--- src/rtl/axis_stream_fifo_pkg.sv ---
// Shared payload layout for the AXI4-Stream FIFO stage.
package axis_stream_fifo_pkg;

  localparam int unsigned DATA_W  = 32;
  localparam int unsigned KEEP_W  = 4;
  localparam int unsigned ENTRY_W = DATA_W + KEEP_W + 1;

  // One stored beat, packed as {TLAST, TKEEP, TDATA}.
  typedef struct packed {
    logic              last;
    logic [KEEP_W-1:0] keep;
    logic [DATA_W-1:0] data;
  } axis_beat_t;

endpackage

--- src/rtl/axis_stream_fifo_ram.sv ---
// DEPTH x ENTRY_W storage: registered write, asynchronous read (distributed RAM).
module axis_stream_fifo_ram
  import axis_stream_fifo_pkg::*;
#(
  parameter  int unsigned DEPTH = 16,
  localparam int unsigned PTR_W = $clog2(DEPTH)
) (
  input  logic               clk,
  input  logic               wr_en,
  input  logic [PTR_W-1:0]   wr_addr,
  input  logic [ENTRY_W-1:0] wr_data,
  input  logic [PTR_W-1:0]   rd_addr,
  output logic [ENTRY_W-1:0] rd_data
);

  logic [ENTRY_W-1:0] mem_q [DEPTH];

  // Write port; contents are intentionally not reset.
  always_ff @(posedge clk) begin
    if (wr_en) mem_q[wr_addr] <= wr_data;
  end

  assign rd_data = mem_q[rd_addr];

endmodule

--- src/rtl/axis_stream_fifo.sv ---
// Buffered AXI4-Stream stage with optional store-and-forward and packet statistics.
module axis_stream_fifo
  import axis_stream_fifo_pkg::*;
#(
  parameter  int unsigned DEPTH     = 16,
  parameter  int unsigned STORE_FWD = 0,
  localparam int unsigned PTR_W     = $clog2(DEPTH),
  localparam int unsigned LVL_W     = PTR_W + 1
) (
  input  logic             S_AXIS_ACLK,
  input  logic             S_AXIS_ARESETN,
  input  logic [31:0]      S_AXIS_TDATA,
  input  logic [3:0]       S_AXIS_TKEEP,
  input  logic             S_AXIS_TLAST,
  input  logic             S_AXIS_TVALID,
  output logic             S_AXIS_TREADY,
  output logic [31:0]      M_AXIS_TDATA,
  output logic [3:0]       M_AXIS_TKEEP,
  output logic             M_AXIS_TLAST,
  output logic             M_AXIS_TVALID,
  input  logic             M_AXIS_TREADY,
  input  logic             FLUSH,
  output logic [LVL_W-1:0] LEVEL,
  output logic [31:0]      PKT_OUT_COUNT
);

  localparam logic [LVL_W-1:0] FULL_LVL = LVL_W'(DEPTH);

  logic [PTR_W-1:0] wptr_q, wptr_d, rptr_q, rptr_d;
  logic [LVL_W-1:0] level_q, level_d, pkts_q, pkts_d;
  logic [31:0]      pkt_cnt_q, pkt_cnt_d;
  logic             fallback_q, fallback_d;
  logic             tvalid_q, tvalid_d;
  logic             tready_q, tready_d;
  logic             push, pop;
  logic             push_last, pop_last;
  axis_beat_t       wr_beat, rd_beat;

  // FLUSH blocks both handshakes in the cycle it is high.
  assign S_AXIS_TREADY = tready_q & ~FLUSH;
  assign M_AXIS_TVALID = tvalid_q & ~FLUSH;
  assign push          = S_AXIS_TVALID & S_AXIS_TREADY;
  assign pop           = M_AXIS_TVALID & M_AXIS_TREADY;
  assign push_last     = push & S_AXIS_TLAST;
  assign pop_last      = pop & rd_beat.last;

  assign wr_beat       = {S_AXIS_TLAST, S_AXIS_TKEEP, S_AXIS_TDATA};
  assign M_AXIS_TDATA  = tvalid_q ? rd_beat.data : '0;
  assign M_AXIS_TKEEP  = tvalid_q ? rd_beat.keep : '0;
  assign M_AXIS_TLAST  = tvalid_q & rd_beat.last;
  assign LEVEL         = level_q;
  assign PKT_OUT_COUNT = pkt_cnt_q;

  axis_stream_fifo_ram #(.DEPTH(DEPTH)) u_ram (
    .clk     (S_AXIS_ACLK),
    .wr_en   (push),
    .wr_addr (wptr_q),
    .wr_data (wr_beat),
    .rd_addr (rptr_q),
    .rd_data (rd_beat)
  );

  // Pointer, occupancy, packet tracking and output-valid next state.
  always_comb begin
    wptr_d     = wptr_q;
    rptr_d     = rptr_q;
    level_d    = level_q;
    pkts_d     = pkts_q;
    pkt_cnt_d  = pkt_cnt_q;
    fallback_d = 1'b0;
    tvalid_d   = 1'b0;
    tready_d   = 1'b0;

    if (FLUSH) begin
      wptr_d  = '0;
      rptr_d  = '0;
      level_d = '0;
      pkts_d  = '0;
    end else begin
      if (push) wptr_d = wptr_q + PTR_W'(1);
      if (pop)  rptr_d = rptr_q + PTR_W'(1);
      if (push && !pop)      level_d = level_q + LVL_W'(1);
      else if (pop && !push) level_d = level_q - LVL_W'(1);
      if (push_last && !pop_last)      pkts_d = pkts_q + LVL_W'(1);
      else if (pop_last && !push_last) pkts_d = pkts_q - LVL_W'(1);
    end

    if (pop_last) pkt_cnt_d = pkt_cnt_q + 32'd1;

    tready_d = (level_d != FULL_LVL);

    if (STORE_FWD != 0) begin
      // Full without a TLAST: stream out until a TLAST is resident or the FIFO empties.
      fallback_d = (level_d != '0) && (pkts_d == '0) &&
                   (fallback_q || (level_d == FULL_LVL));
      tvalid_d   = (level_d != '0) && ((pkts_d != '0) || fallback_d);
    end else begin
      tvalid_d   = (level_d != '0);
    end
  end

  // State registers.
  always_ff @(posedge S_AXIS_ACLK or negedge S_AXIS_ARESETN) begin
    if (!S_AXIS_ARESETN) begin
      wptr_q     <= '0;
      rptr_q     <= '0;
      level_q    <= '0;
      pkts_q     <= '0;
      pkt_cnt_q  <= '0;
      fallback_q <= 1'b0;
      tvalid_q   <= 1'b0;
      tready_q   <= 1'b0;
    end else begin
      wptr_q     <= wptr_d;
      rptr_q     <= rptr_d;
      level_q    <= level_d;
      pkts_q     <= pkts_d;
      pkt_cnt_q  <= pkt_cnt_d;
      fallback_q <= fallback_d;
      tvalid_q   <= tvalid_d;
      tready_q   <= tready_d;
    end
  end

endmodule

--- config.mk ---
export PLATFORM = sky130hd
export DESIGN_NAME = axis_stream_fifo
export DESIGN_NICKNAME = d
export VERILOG_FILES = /design/src/rtl/axis_stream_fifo_pkg.sv /design/src/rtl/axis_stream_fifo_ram.sv /design/src/rtl/axis_stream_fifo.sv
export SDC_FILE = /design/constraint.sdc
export NUM_CORES = 1
export LEC_CHECK = 0
export CORE_ASPECT_RATIO = 0.6
export CORE_MARGIN = 8
export CORE_UTILIZATION = 54
export DETAILED_ROUTE_END_ITERATION = 10
export GPL_ROUTABILITY_DRIVEN = 0
export PLACE_DENSITY = 0.75
export SLEW_MARGIN = 10
export SYNTH_ARGS = -nofsm -noshare
export SYNTH_HDL_FRONTEND = slang
export SYNTH_HIERARCHICAL = 1
export SYNTH_SLANG_ARGS = --single-unit
--- constraint.sdc ---
create_clock -name S_AXIS_ACLK -period 3.8 [get_ports S_AXIS_ACLK]
set_input_delay 0.57 -clock S_AXIS_ACLK [delete_from_list [all_inputs] [get_ports S_AXIS_ACLK]]
set_output_delay 0.57 -clock S_AXIS_ACLK [all_outputs]
set_load 0.05 [all_outputs]
Word-level counts from Yosys, hierarchy flattened
Memory sizes are Yosys's and may differ from the RTL's.
Index checks and enable logic that the tools add are counted.
W data, S select, Z words.
Word-level totals
  memories: 1
  bits in writable memories: 592
  bits of input ports: 42
  word-level logic and storage cells: 38
  bits in registers: 47
  output and inout port bits: 76
Cells by class
  add/subtract/negate cells: 5
  bitwise gates (word level): 7
  reductions and logical operators: 7
  equality and inequality tests: 1
  muxes and demuxes: 11
Memory list
  u_ram.mem_q: words 16, bits a word 37, read ports 1, clocked after Yosys merged registers in 0, wr ports 1, line axis_stream_fifo_ram.sv:16  | logic [ENTRY_W-1:0] mem_q [DEPTH];
Operators with widths (number)
  $add A32 B1 Y32 const B: 1
  $mux W32: 1
  $mux W4: 5
  $mux W5: 3
  $add A4 B1 Y4 const B: 2
  $and A1 B1 Y1: 6
  $add A5 B1 Y5 const B: 1
  $ne A5 B5 Y1 const B: 1
  $reduce_bool A5 Y1: 1
  $sub A5 B1 Y5 const B: 1
  $reduce_bool A2 Y1: 2
  $logic_and A1 B1 Y1: 2
  $logic_not A1 Y1: 2
  $mux W1: 2
  $not A1 Y1: 1

Longest topological paths before layout
  depth after elaboration: 9
  mapped depth: 12
  depth with buffers taken out: 8

Cells and area by module
Netlist, hierarchy kept.
Modules (own cells, without submodules)
  axis_stream_fifo_ram: area an instance 22201.3 µm², instances 1, cells each 926, seq. area each 17777.0 µm²
  axis_stream_fifo: area an instance 2526.2 µm², instances 1, cells each 256, seq. area each 1176.1 µm²

Least setup slack after synthesis
No wires, ideal clock.
  kind: input -> register
  start: input FLUSH
  end: memory u_ram/mem_q[0][0] (netlist bit), enable pin
  buffers on the path: 1
  stages: 5
  data arrival time: 4.753 ns
  setup time: 0.477 ns
  required time: 3.323 ns
  path slack: -1.430 ns
  path through: buf_6 -> nor2b_1 -> and2_2 -> or3b_2 -> nor3_1
On the way
  longest elaborated chain between the ends: 5
Ends and longest elaborated chain
  from (decl): line axis_stream_fifo.sv:22  | input logic FLUSH,
  $not A1 Y1: line axis_stream_fifo.sv:40  | assign S_AXIS_TREADY = tready_q & ~FLUSH;
  $and A1 B1 Y1: line axis_stream_fifo.sv:40
  named net S_AXIS_TREADY: line axis_stream_fifo.sv:16  | output logic S_AXIS_TREADY,
  $and A1 B1 Y1: line axis_stream_fifo.sv:42  | assign push = S_AXIS_TVALID & S_AXIS_TREADY;
  named net push: line axis_stream_fifo.sv:35  | logic push, pop;
  $mux W1: line axis_stream_fifo_ram.sv:20  | if (wr_en) mem_q[wr_addr] <= wr_data;
  $mux W1 (not written as such): line axis_stream_fifo_ram.sv:20
  to (decl): line axis_stream_fifo_ram.sv:16
The timed path passes the listed nets, and every way through them passes these cells.

==> summary.md <==
| Metric | Value |
|---|---|
| Status | finished clean |
| CTS resizes | 18 |
| Setup Total Neg Slack | 0 ns |
| Clock skew | 0.0158 ns |
| FF-to-FF Start | rptr_q[0] |
| Fin crit period | 3.63 ns |
| Max Fanout on Critical Path | 33 |
| Critical path type | flop to primary output |
| Filler cells | 2,928 |
| WL/cell | 27.8 um |
| Final core utilization | 0.641 |
| Vias in the first global route | 12,600 |
| Avg Synthesized Cell Area | 20.9 um^2 |
| Htree depth | 2 |
| Startpoint Class | flop |
| Pin count of the biggest net entering global routing | 48 |
| CP Data Arrival Time | 3.06 ns |
| R2R setup slack | 0.73 ns |
| Max IR drop VDD | 0.000405 V |
| Post-place setup slack | 0.575 ns |
| Port-buffer cells | 117 |
| CTS clk-pin slew, worst paths | 0.06 ns |
| Initial DRT Pass Iterations | 5 |
| Post-route setup slack | 0.169 ns |
| Most instantiated library cell after synthesis | edfxtp_1 |
| Top cells by count, synth | edfxtp_1, mux4_2, a22oi_1, nand2_1, dfrtp_1 |
| Multi-input logic area | 0.00558 mm^2 |
| Post-synth top area share | 0.719 |
| FF-to-FF End | PKT_OUT_COUNT[31] |
| Initial drt markers | 1,187 |
| Slew Limit Headroom | 0.294 |
| Hold buffers post-CTS | 0 |
| EDFF count, synth | 592 |
| DR DRC count | 0 |
| Die area | 0.0531 mm^2 |
| Tot GR Track Use | 0.205 |
| CP bufs+invs | 3 |
| Max Transition Viols Final | 0 |
| First-pass GRT wire length | 81.9 mm |
| Die width | 292 um |
| Sequential fraction of the synthesis area | 0.766 |
| Num CTS Buffers | 56 |
| GRT Residual Overflow | 0 |
| Worst min path class | primary input to async pin |
| R2R depth | 9 |
| Mapped Area | 0.0247 mm^2 |
| CP Capture Type | primary output |
| Critical path cell sequence | buf_12 -> buf_4 -> mux4_2 -> a22oi_1 -> nand2_1 -> and2_1 -> buf_4 |
| PD cells | 568 mW/mm^2 |
| Clock Path Buffers | 3 |
| Levels on crit path | 7 |
| Final setup violation count | 0 |
| Slowest Stage Delay on Critical Path | 0.70 ns |
| Antenna Violating Nets Remaining | 0 |
| Syn. warnings | 6 |
| RSZ-0062 raised after global routing | no |
| Distinct cell type count after synthesis | 46 |
| Postcts setup bufs | 0 |
| Leak | 9.29 nW |
| Seq cells post-synth | 639 |
| Delay-heaviest family, CP | buffers and inverters |
| CP required | 3.23 ns |
| Die Span Y | 182 um |
| Num rows | 60 |
| Top-level I/O count | 118 |
| Hpwl dp | 29.0 mm |
| Worst Max-Slew Pin Slew | 1.06 ns |
| CP dominant cell by count | buf_4 |
| Total of max-cap violations | 0 |
| Register area | 0.0190 mm^2 |
| Max Fclk | 275 MHz |
| Clock root buffer | clkbuf_16 |
| Final Hold Viols | 0 |
| Core area | 0.0450 mm^2 |
| Routed WL | 54.9 mm |
| Clk sink count | 639 |
| Cell taking the most area after synthesis | edfxtp_1 |
| Layout cells sized above 1 | 0.228 |
| Largest cells by area after synthesis | edfxtp_1, mux4_2, dfrtp_1, a22oi_1, xnor2_1 |
| Initial antenna violation count | 3 |
| Worst-skew pair later-pin latency | 0.59 ns |
| Via/cell ratio | 6.18 |
| Via count | 12,200 |
| Asr flop ratio synth | 0.0736 |
| Mapped Cells | 1,182 |
| Slowest-stage cell, CP | dfrtp_4 |
| Initial Util | 0.550 |
| Final Cycle Share | 0.955 |
| Final #Nets | 1,387 |
| Ys flop type | edfxtp_1 |
| Synthesized Nets | 1,229 |
| Area Growth Syn to Fin | 16.6% |
| CTS tree | done |
==> power by group <==
group	switching (mW)	internal, mW	total, mW	leakage, nW
combinational	1.54	1.16	2.70	2.45
clock	2.41	3.28	5.70	0.879
sequential	0.169	7.80	7.97	5.96
total	4.12	12.2	16.4	9.29
==> kinds of logic after synthesis <==
| kind of cell | share of synthesized area |
|---|---|
| mux | 0.136 |
| fa+ha+maj | 0.00253 |
| compound gates | 0.0263 |
| flops | 0.766 |
| simple gates | 0.0400 |
| buf+inv | 0.0142 |
| xor+xnor | 0.0145 |
==> layer usage <==
metal	part of all wire	global-route usage	vias up
met4	0.019	0.0475	4
met5	0.00042	0	-
met3	0.085	0.0407	88
li1	-	-	5167
met1	0.41	0.293	6394
met2	0.48	0.330	546
==> cells in the final DEF, fill, tap and decap left out, types with 5 or more instances in the layout <==
| cell | count |
|---|---|
| a22oi_1 | 74 |
| and2_1 | 38 |
| and3_1 | 11 |
| buf_12 | 19 |
| buf_4 | 35 |
| bufinv_16 | 7 |
| clkbuf_1 | 15 |
| clkbuf_16 | 57 |
| clkdlybuf4s50_1 | 82 |
| clkinv_1 | 11 |
| dfrtp_1 | 44 |
| dlygate4sd2_1 | 16 |
| edfxtp_1 | 592 |
| ha_1 | 5 |
| mux4_2 | 148 |
| nand2_1 | 64 |
| nand3_1 | 17 |
| nand4_1 | 6 |
| nor2_1 | 19 |
| nor2_4 | 13 |
| xnor2_1 | 30 |
| xor2_1 | 11 |
==> sequential cells by signal (all words and copies together), names as in the netlist <==
signal,cells
tready_q,1
rptr_q,4
PKT_OUT_COUNT,32
u_ram/mem_q,592
LEVEL,5
tvalid_q,1
wptr_q,4
==> per-stage QoR <==
stage                     power, mW  cell area (um^2)  instances  hold slack (ns)
after detailed placement       10.9             27000       1871            0.481
after CTS                      16.5             28800       1973            0.196
final                          16.4             28800       1974            0.188
after floorplan                10.1             24800       1182            0.274
after global routing           16.9             28800       1974            0.262
after global placement         10.9             27000       1871            0.459
==> how the worst max path moves through the flow <==
| stage | startpoint | endpoint | slack [ns] |
|---|---|---|---|
| final | rptr_q[1] | M_AXIS_TDATA[14] | 0.17 |
| after global routing | rptr_q[0] | M_AXIS_TDATA[11] | 0.01 |
| after CTS | rptr_q[0] | M_AXIS_TDATA[25] | 0.03 |
| after detailed placement | rptr_q[0] | M_AXIS_TDATA[26] | 0.57 |
| after global placement | rptr_q[0] | M_AXIS_TDATA[11] | 0.57 |
| after floorplan | FLUSH | u_ram/mem_q[1][0] | -0.44 |
==> final cells by class <==
cell class / count / area share
inverter: 4 / 0.000521
clock inverter: 27 / 0.0109
clock buffer: 75 / 0.0529
timing repair buffer: 159 / 0.0586
antenna: 1 / 0.0000868
tap: 589 / 0.0256
multi-input combinational: 480 / 0.194
sequential: 639 / 0.658
No activity file was read; power rests on OpenSTA's default activity.
